$ cat config.mk
export PLATFORM = sky130hd
export DESIGN_NAME = palette_stream_reader
export DESIGN_NICKNAME = d
export VERILOG_FILES = /design/src/rtl/palette_stream_reader.sv
export SDC_FILE = /design/constraint.sdc
export NUM_CORES = 1
export LEC_CHECK = 0
export BUFFER_PORTS_ARGS = -buffer_cell sky130_fd_sc_hd__buf_2
export CAP_MARGIN = 15
export CORE_MARGIN = 2
export CORE_UTILIZATION = 57
export DETAILED_ROUTE_END_ITERATION = 10
export PLACE_DENSITY = 0.85
export SLEW_MARGIN = 30
export SYNTH_ARGS = -nofsm -noshare
export SYNTH_HDL_FRONTEND = slang
export SYNTH_SLANG_ARGS = --single-unit
$ cat constraint.sdc
create_clock -name clk_pixel -period 6.2 [get_ports clk_pixel]
set_input_delay 0.62 -clock clk_pixel [delete_from_list [all_inputs] [get_ports clk_pixel]]
set_output_delay 0.62 -clock clk_pixel [all_outputs]
set_load 0.005 [all_outputs]
$ cat src/rtl/palette_stream_reader.sv
// palette_stream_reader: raster timing generator that pops RGB888 pixels from the palette FIFO.
// Latency: outputs registered on the edge that begins phase 0 of each pixel slot; pixelReq is high for phase 0 only.
// Backpressure: none upstream; an empty FIFO during an active RUN pixel outputs black and sets the sticky underflow flag.
//
// Ports:
//   clk_pixel, rst (async, active-low)
//   enable         - 1 streams from the FIFO, 0 returns to IDLE (black output, no pops)
//   fifoData       - FIFO head (first-word-fall-through), bufferSize / bufferEmpty - FIFO status
//   clearUnderflow - synchronous clear of underflow (a new underflow in the same cycle wins)
//   pixelReq       - pop pulse, rgbOut / de / hsync / vsync / xCount / yCount - aligned video outputs
//   frameStart     - one-cycle pulse on phase 0 of pixel (0,0), underflow - sticky starvation flag
module palette_stream_reader #(
  parameter int unsigned H_ACTIVE       = 1280,
  parameter int unsigned H_FP           = 110,
  parameter int unsigned H_SYNC         = 40,
  parameter int unsigned H_BP           = 220,
  parameter int unsigned V_ACTIVE       = 720,
  parameter int unsigned V_FP           = 5,
  parameter int unsigned V_SYNC         = 5,
  parameter int unsigned V_BP           = 20,
  parameter bit          SYNC_POL       = 1'b1,
  parameter int unsigned CLKS_PER_PIXEL = 2,
  parameter int unsigned PREFILL        = 16
) (
  input  logic        clk_pixel,
  input  logic        rst,
  input  logic        enable,
  input  logic [23:0] fifoData,
  input  logic [7:0]  bufferSize,
  input  logic        bufferEmpty,
  input  logic        clearUnderflow,
  output logic        pixelReq,
  output logic [23:0] rgbOut,
  output logic        de,
  output logic        hsync,
  output logic        vsync,
  output logic [10:0] xCount,
  output logic [10:0] yCount,
  output logic        frameStart,
  output logic        underflow
);

  localparam int unsigned H_TOTAL_I = H_ACTIVE + H_FP + H_SYNC + H_BP;
  localparam int unsigned V_TOTAL_I = V_ACTIVE + V_FP + V_SYNC + V_BP;

  if (H_TOTAL_I > 2047) begin : g_bad_h_total
    $error("palette_stream_reader: horizontal parameter sum exceeds 2047");
  end
  if (V_TOTAL_I > 2047) begin : g_bad_v_total
    $error("palette_stream_reader: vertical parameter sum exceeds 2047");
  end
  if (CLKS_PER_PIXEL < 2 || CLKS_PER_PIXEL > 15) begin : g_bad_cpp
    $error("palette_stream_reader: CLKS_PER_PIXEL must be in 2..15");
  end

  localparam logic [10:0] H_ACT    = 11'(H_ACTIVE);
  localparam logic [10:0] H_LAST   = 11'(H_TOTAL_I - 1);
  localparam logic [10:0] HS_START = 11'(H_ACTIVE + H_FP);
  localparam logic [10:0] HS_END   = 11'(H_ACTIVE + H_FP + H_SYNC);
  localparam logic [10:0] V_ACT    = 11'(V_ACTIVE);
  localparam logic [10:0] V_LAST   = 11'(V_TOTAL_I - 1);
  localparam logic [10:0] VS_START = 11'(V_ACTIVE + V_FP);
  localparam logic [10:0] VS_END   = 11'(V_ACTIVE + V_FP + V_SYNC);
  localparam logic [3:0]  PH_LAST  = 4'(CLKS_PER_PIXEL - 1);
  localparam logic [7:0]  PREFILL_B = 8'(PREFILL);

  typedef enum logic [1:0] {
    ST_IDLE      = 2'd0,
    ST_WAIT_FILL = 2'd1,
    ST_RUN       = 2'd2
  } state_t;

  // Raster position of the slot that the next edge begins (nx/ny/phase);
  // the visible xCount/yCount copies are only loaded on phase-0 edges.
  state_t      state_q, state_d;
  logic [3:0]  phase_q, phase_d;
  logic [10:0] nx_q, nx_d;
  logic [10:0] ny_q, ny_d;

  logic        preq_q, preq_d;
  logic [23:0] rgb_q, rgb_d;
  logic        de_q, de_d;
  logic        hs_q, hs_d;
  logic        vs_q, vs_d;
  logic [10:0] x_q, x_d;
  logic [10:0] y_q, y_d;
  logic        fs_q, fs_d;
  logic        uf_q, uf_d;

  logic slot_start;
  logic at_origin;
  logic active;
  logic fill_ok;
  logic streaming;
  logic pop;
  logic starve;

  always_comb begin
    slot_start = (phase_q == 4'd0);
    at_origin  = (nx_q == 11'd0) && (ny_q == 11'd0);
    active     = (nx_q < H_ACT) && (ny_q < V_ACT);
    fill_ok    = (bufferSize >= PREFILL_B);
    // WAIT_FILL enters RUN on the frame-start slot itself, so that slot already streams.
    streaming  = enable && ((state_q == ST_RUN) ||
                            ((state_q == ST_WAIT_FILL) && at_origin && fill_ok));
    pop        = slot_start && streaming && active && !bufferEmpty;
    starve     = slot_start && streaming && active && bufferEmpty;

    state_d = state_q;
    phase_d = phase_q;
    nx_d    = nx_q;
    ny_d    = ny_q;
    rgb_d   = rgb_q;
    de_d    = de_q;
    hs_d    = hs_q;
    vs_d    = vs_q;
    x_d     = x_q;
    y_d     = y_q;
    uf_d    = uf_q;

    // Raster counters free-run independently of enable and state.
    if (phase_q == PH_LAST) begin
      phase_d = 4'd0;
      if (nx_q == H_LAST) begin
        nx_d = 11'd0;
        ny_d = (ny_q == V_LAST) ? 11'd0 : ny_q + 11'd1;
      end else begin
        nx_d = nx_q + 11'd1;
      end
    end else begin
      phase_d = phase_q + 4'd1;
    end

    if (!enable) begin
      state_d = ST_IDLE;
    end else begin
      case (state_q)
        ST_IDLE:      state_d = ST_WAIT_FILL;
        ST_WAIT_FILL: if (slot_start && at_origin && fill_ok) state_d = ST_RUN;
        default:      state_d = ST_RUN;
      endcase
    end

    // Pulses drop on every non-phase-0 edge, giving one rising edge per pop.
    preq_d = pop;
    fs_d   = slot_start && at_origin;

    if (slot_start) begin
      x_d   = nx_q;
      y_d   = ny_q;
      de_d  = active;
      hs_d  = ((nx_q >= HS_START) && (nx_q < HS_END)) ? SYNC_POL : ~SYNC_POL;
      vs_d  = ((ny_q >= VS_START) && (ny_q < VS_END)) ? SYNC_POL : ~SYNC_POL;
      // Head is captured on the same edge that raises pixelReq, before the FIFO advances.
      rgb_d = pop ? fifoData : 24'h0;
    end

    if (starve) begin
      uf_d = 1'b1;
    end else if (clearUnderflow) begin
      uf_d = 1'b0;
    end
  end

  always_ff @(posedge clk_pixel or negedge rst) begin
    if (!rst) begin
      state_q <= ST_IDLE;
      phase_q <= 4'd0;
      nx_q    <= 11'd0;
      ny_q    <= 11'd0;
      preq_q  <= 1'b0;
      rgb_q   <= 24'h0;
      de_q    <= 1'b0;
      hs_q    <= ~SYNC_POL;
      vs_q    <= ~SYNC_POL;
      x_q     <= 11'd0;
      y_q     <= 11'd0;
      fs_q    <= 1'b0;
      uf_q    <= 1'b0;
    end else begin
      state_q <= state_d;
      phase_q <= phase_d;
      nx_q    <= nx_d;
      ny_q    <= ny_d;
      preq_q  <= preq_d;
      rgb_q   <= rgb_d;
      de_q    <= de_d;
      hs_q    <= hs_d;
      vs_q    <= vs_d;
      x_q     <= x_d;
      y_q     <= y_d;
      fs_q    <= fs_d;
      uf_q    <= uf_d;
    end
  end

  assign pixelReq   = preq_q;
  assign rgbOut     = rgb_q;
  assign de         = de_q;
  assign hsync      = hs_q;
  assign vsync      = vs_q;
  assign xCount     = x_q;
  assign yCount     = y_q;
  assign frameStart = fs_q;
  assign underflow  = uf_q;

endmodule

==> run metrics, run 1 <==
Async SR Flop Fraction=100%; vias in the first global route=2839; DR WL/cell=around 15 um; Levels on crit path=6; Final Max Slew Viols=0; Synth area leaders=dfrtp_1 (54%), nand2_1 (11%), o31ai_1 (5.1%); Yosys warnings=0; RSZ-0062 raised after global routing=false; Slew HR=40.4%; clk sink count=80; Setup-failing EPs final=0; Worst path top cell family by delay=simple AND/OR/NAND/NOR gates; wirelength, routed=8050 um; slowest CP cell=or4b_2; FF-to-FF path depth=6; global route overflow=0; Leak=2.17 nW; area leader, netlist=dfrtp_1; Peak supply drop=about 140 uV; TritonCTS clock tree=done; Sw Share=22.0%; power density over the cells=222 nW/um2; status=complete, no violations; Initial Util=58.5%; Synth cell types=45; Vias/cell=5.72; cell breakdown of the critical path=inv_1 -> ha_1 -> or4b_2 -> nor3_1 -> a31oi_4 -> o32ai_1; sequential share of power=about 54%; DIE AREA=7140 um2; CTS root buf=clkbuf_8; Required @ worst endpoint=6.46 ns; WHS=around 0.28 ns; 1st-iter DRT viols=218; clock power share=43.5%; Critical Path Source Type=flop; ys flop type=dfrtp_1; Rows=29; nets=510; CTS Hold Bufs=0; post-layout min period=2.74 ns; critical path capture point type=flop; post-CTS setup buffer count=0; Fin Setup TNS=0 ns; clock-pin slew on the worst setup and hold paths=0.09 ns; Yosys reg bits=80; fmax=0.365 GHz; share of layout cells above drive strength 1=between 20% and 30%; die width=84.5 um; htree depth=3; PortBufs=84; post-cts resize count=0; sequential share of the synthesized area=54.2%; Core ar.=6310 um2; Max Cap Violations=0; clk_lat worst skew=0.36 ns; Comb pwr share=2.9%; Tightest Pin Transition=0.882 ns; worst min-delay path category=primary input to async pin; Buf/Inv on CP=1; max incr delay on CP=0.60 ns; post-DP HPWL=between 5000 and 6000 um; Synth top area share=a little over half; Final period util=44.2%; Synth Cell Area=3690 um2; Post-synth EDFFs=0; first-pass GRT wire length=between 10000 and 15000 um; DR pass1 iterations=5; Synth Instances=398; post-detailed-route count of antenna-violating nets=0; Final Hold Vio Count=0; number of top-level pins=89; net count after synthesis=441; Syn-to-layout area delta=18.9%; most common cell after layout, fill and taps aside=nand2_1; crit path max fanout=26; WP data arrival=3.00 ns; kind of critical path=flop to flop; syn avg cell area=roughly 9.3 um2; largest net degree at the start of global routing=81; internal power=0.000759 W; cts bufs inserted=9; most frequent cells in the layout=nand2_1 (112), buf_2 (83), dfrtp_1 (80), o31ai_1 (25), o21ai_0 (17); Die Y=84.5 um; via count=3138; CTS Buffer Depth=2; initial antenna violation count=0; sw power=roughly 0.00021 W; number of remaining DRC errors=0; All-Layer GR Usage=23.6%; gp weighted congestion=roughly 0.83; # diodes=0; clock skew=0.0119 ns
## power by group through the flow
| stage | clock (W) | sequential, W | combinational (W) |
|---|---|---|---|
| after floorplan | 0 | 0.000532 | 0.00000611 |
| final | 0.000424 | 0.000522 | 0.0000278 |
| after CTS | 0.000429 | 0.000522 | 0.0000283 |
| after global routing | 0.000452 | 0.000522 | 0.0000319 |
| after global placement | 0 | 0.000532 | 0.0000276 |
| after detailed placement | 0 | 0.000532 | 0.0000282 |
## Yosys cell counts (2+ instances only)
master,instances
clkbuf_1,24
and3_1,2
nand4b_1,2
or4_1,4
nor3b_1,3
buf_2,3
dfrtp_1,80
ha_1,6
and2_1,3
nor4_1,7
nor2b_1,6
and4_1,2
o31ai_1,25
a31oi_1,3
mux2i_1,3
a21oi_1,8
nand4_1,9
nand2_1,112
nand3_1,12
xor2_1,4
inv_1,13
xnor2_1,6
clkbuf_2,2
or3_1,3
o21ai_0,17
a21o_1,3
nor3_1,9
nor2_1,10
## final cells by class
type / instances / area, um2
clock inverter: 7 / 96.3
clock buffer: 9 / 124
tap: 77 / 96.3
sequential: 80 / 2000
timing repair buffer: 87 / 449
fill: 509 / 1920
inverter: 13 / 48.8
multi-input combinational: 276 / 1580
## metal layers
metal	global-route usage [%]	wire length [um]
met1	33.3	3590
met2	35.6	3730
met3	7.28	604
met4	7.07	114
met5	0	0
## per-stage QoR
| stage | util [%] | std cells | instance area (um2) | power [W] | setup slack [ns] |
|---|---|---|---|---|---|
| 4_1_cts | 69.2 | 549 | 4370 | 0.000979 | 3.48 |
| 3_3_place_gp | 65.6 | 533 | 4140 | 0.000560 | 3.46 |
| 3_5_place_dp | 65.7 | 533 | 4150 | 0.000560 | 3.50 |
| 6_report | 69.6 | 549 | 4390 | 0.000974 | 3.46 |
| 5_1_grt | 69.6 | 549 | 4390 | 0.00101 | 3.30 |
| 2_1_floorplan | - | 398 | 3690 | 0.000538 | 3.99 |
## logic make-up after synthesis
| family | count (synthesis) | synth area share, % |
|---|---|---|
| flops | 80 | 54.2 |
| xor+xnor | 10 | 2.37 |
| simple gates | 191 | 24.3 |
| mux | 4 | 1.12 |
| compound gates | 65 | 11.5 |
| fa+ha+maj | 6 | 2.03 |
| buf+inv | 42 | 4.44 |
## flip-flops by register name, summed over array words and instances (netlist names)
signal	flops
nx_q	11
yCount	11
de	1
state_q	2
xCount	11
vsync	1
phase_q	4
frameStart	1
underflow	1
rgbOut	24
hsync	1
pixelReq	1
ny_q	11
## worst paths after layout
path,startpoint,endpoint,slack [ns]
hold / removal,rst,xCount[5]$_DFFE_PN0N_,0.28
setup / recovery,nx_q[1]$_DFFE_PN0P_,underflow$_DFFE_PN0P_,3.46
setup reg to reg,nx_q[1]$_DFFE_PN0P_,underflow$_DFFE_PN0P_,3.46
max in group asynchronous,rst,xCount[1]$_DFFE_PN0N_,5.41
hold reg to reg,yCount[3]$_DFFE_PN0N_,yCount[3]$_DFFE_PN0N_,0.47
min in group clk_pixel,clearUnderflow,underflow$_DFFE_PN0P_,0.44
No activity file was read; power rests on OpenSTA's default activity.
==> run 2, diff against run 1 <==
--- a/config.mk
+++ b/config.mk
@@ -8,9 +8,9 @@
 export BUFFER_PORTS_ARGS = -buffer_cell sky130_fd_sc_hd__buf_2
 export CAP_MARGIN = 15
 export CORE_MARGIN = 2
-export CORE_UTILIZATION = 57
+export CORE_UTILIZATION = 48
 export DETAILED_ROUTE_END_ITERATION = 10
-export PLACE_DENSITY = 0.85
+export PLACE_DENSITY = 0.77
 export SLEW_MARGIN = 30
 export SYNTH_ARGS = -nofsm -noshare
 export SYNTH_HDL_FRONTEND = slang
==> constraint.sdc (replaced) <==
create_clock -name clk_pixel -period 2.2 [get_ports clk_pixel]
set_input_delay 0.22 -clock clk_pixel [delete_from_list [all_inputs] [get_ports clk_pixel]]
set_output_delay 0.22 -clock clk_pixel [all_outputs]
set_load 0.005 [all_outputs]
==> run metrics, run 2 (synthesis results as in run 1) <==
status=complete, no violations; Leak=~2.3 nW; worst reg-to-reg setup slack=between 0.1 and 0.15 ns; FF-to-FF path depth=6; clk sink count=80; dpl ws=0.0321 ns; Peak supply drop=344 uV; nets=~550; first-pass GRT wire length=about 15000 um; hold path startpoint=clearUnderflow; gp weighted congestion=around 0.89; DR WL/cell=14.2 um; Rows=31; most frequent cells in the layout=nand2_1 (112), buf_2 (83), dfrtp_1 (80), buf_4 (37), o31ai_1 (24); hold endpoint=underflow$_DFFE_PN0P_; RSZ-0062 raised after global routing=false; CTS root buf=clkbuf_8; Tightest Pin Transition=0.761 ns; Final period util=between 90% and 100%; global route overflow=0; clock-pin slew on the worst setup and hold paths=~0.09 ns; worst r2r src=nx_q[8]$_DFFE_PN0P_; Required @ worst endpoint=2.47 ns; All-Layer GR Usage=21.8%; Die Y=approximately 90 um; number of top-level pins=89; post-CTS setup buffer count=0; largest net degree at the start of global routing=63; clk_lat worst skew=0.36 ns; cts bufs inserted=9; Fin Setup TNS=0 ns; DIE AREA=roughly 8400 um2; WP data arrival=between 2 and 2.5 ns; kind of critical path=flop to flop; final core occ=between 60% and 70%; die width=91.7 um; Initial Util=between 50% and 60%; post-detailed-route count of antenna-violating nets=0; CTS Buffer Depth=2; hold depth=2; critical path capture point type=flop; RR Endpoint=ny_q[5]$_DFFE_PN0P_; post-layout min period=~2.1 ns; Final Worst Setup Slack=about 0.11 ns; # diodes=0; power density over the cells=between 500 and 600 nW/um2; 1st-iter DRT viols=200; WHS=0.0286 ns; fmax=around 0.48 GHz; via count=3183; worst min-delay path category=primary input to flop; most common cell after layout, fill and taps aside=nand2_1; share of layout cells above drive strength 1=between 20% and 30%; Final Hold Vio Count=0; Fillers=around 650; Setup-failing EPs final=0; clock skew=0.0150 ns; Syn-to-layout area delta=26.2%; crit path max fanout=6; DR pass1 iterations=4; Final Max Slew Viols=0; initial antenna violation count=0; post-DP HPWL=6210 um; PortBufs=84; max reg flops=24; vias in the first global route=3070; wirelength, routed=between 8000 and 9000 um; Core ar.=~7400 um2; TritonCTS clock tree=done; htree depth=3; Max Cap Violations=0; number of remaining DRC errors=0; Vias/cell=5.25; Post-Place Cell Area=4440 um2; Slew HR=49.3%; Critical Path Source Type=flop; fin area=4660 um2
-- run 2: worst max path at each step --
| stage | startpoint | endpoint | cells after the start |
|---|---|---|---|
| floorplan | phase_q[1]$_DFF_PN0_ | ny_q[7]$_DFFE_PN0P_ | 6 |
| global placement | nx_q[8]$_DFFE_PN0P_ | ny_q[7]$_DFFE_PN0P_ | 4 |
| detailed placement | nx_q[0]$_DFFE_PN0P_ | underflow$_DFFE_PN0P_ | 7 |
| CTS | nx_q[0]$_DFFE_PN0P_ | underflow$_DFFE_PN0P_ | 7 |
| global route | nx_q[8]$_DFFE_PN0P_ | ny_q[9]$_DFFE_PN0P_ | 5 |
| finish | nx_q[8]$_DFFE_PN0P_ | ny_q[5]$_DFFE_PN0P_ | 6 |
-- run 2: what timing repair did --
| item | in CTS | in global routing |
|---|---|---|
| hold endpoints to repair | 60 | 0 |
| setup endpoints to repair | 0 | 29 |
| hold buffers | 1 | 0 |
| gates resized for setup | 0 | 4 |
-- run 2: cell type report --
type                            count  area, um2  area share (%)
Multi-Input combinational cell    276       1570            33.6
Clock inverter                      5       56.3            1.21
Sequential cell                    80       2000            42.9
Clock buffer                       11        141            3.03
Tap cell                           99        124            2.66
Timing Repair Buffer              122        723            15.5
Inverter                           13       48.8            1.05
-- run 2: where the power goes --
part	switching (W)	internal [W]
Combinational	0.0000501	0.0000314
Sequential	0.000000558	0.00147
Clock	0.000529	0.000554
-- run 2: routing by layer --
metal	share of wire, %	vias to the layer above	track usage [%]
li1	-	1575	-
met1	45	1494	28.6
met2	47	101	35.2
met3	6.1	13	4.93
met4	1.6	0	8.46
met5	0	-	0
-- run 2: critical path, stage by stage, from the launching register on --
cell     delay (ns)
dfrtp_1        0.39
or4_1          0.57
buf_4          0.19
nor4_1         0.43
buf_4          0.23
nand3_1        0.07
mux2i_1        0.14
-- run 2: metrics by stage --
stage	total power, W	std cells
floorplan	0.00152	398
global placement	0.00158	589
detailed placement	0.00158	589
CTS	0.00266	606
global route	0.00274	606
finish	0.00263	606
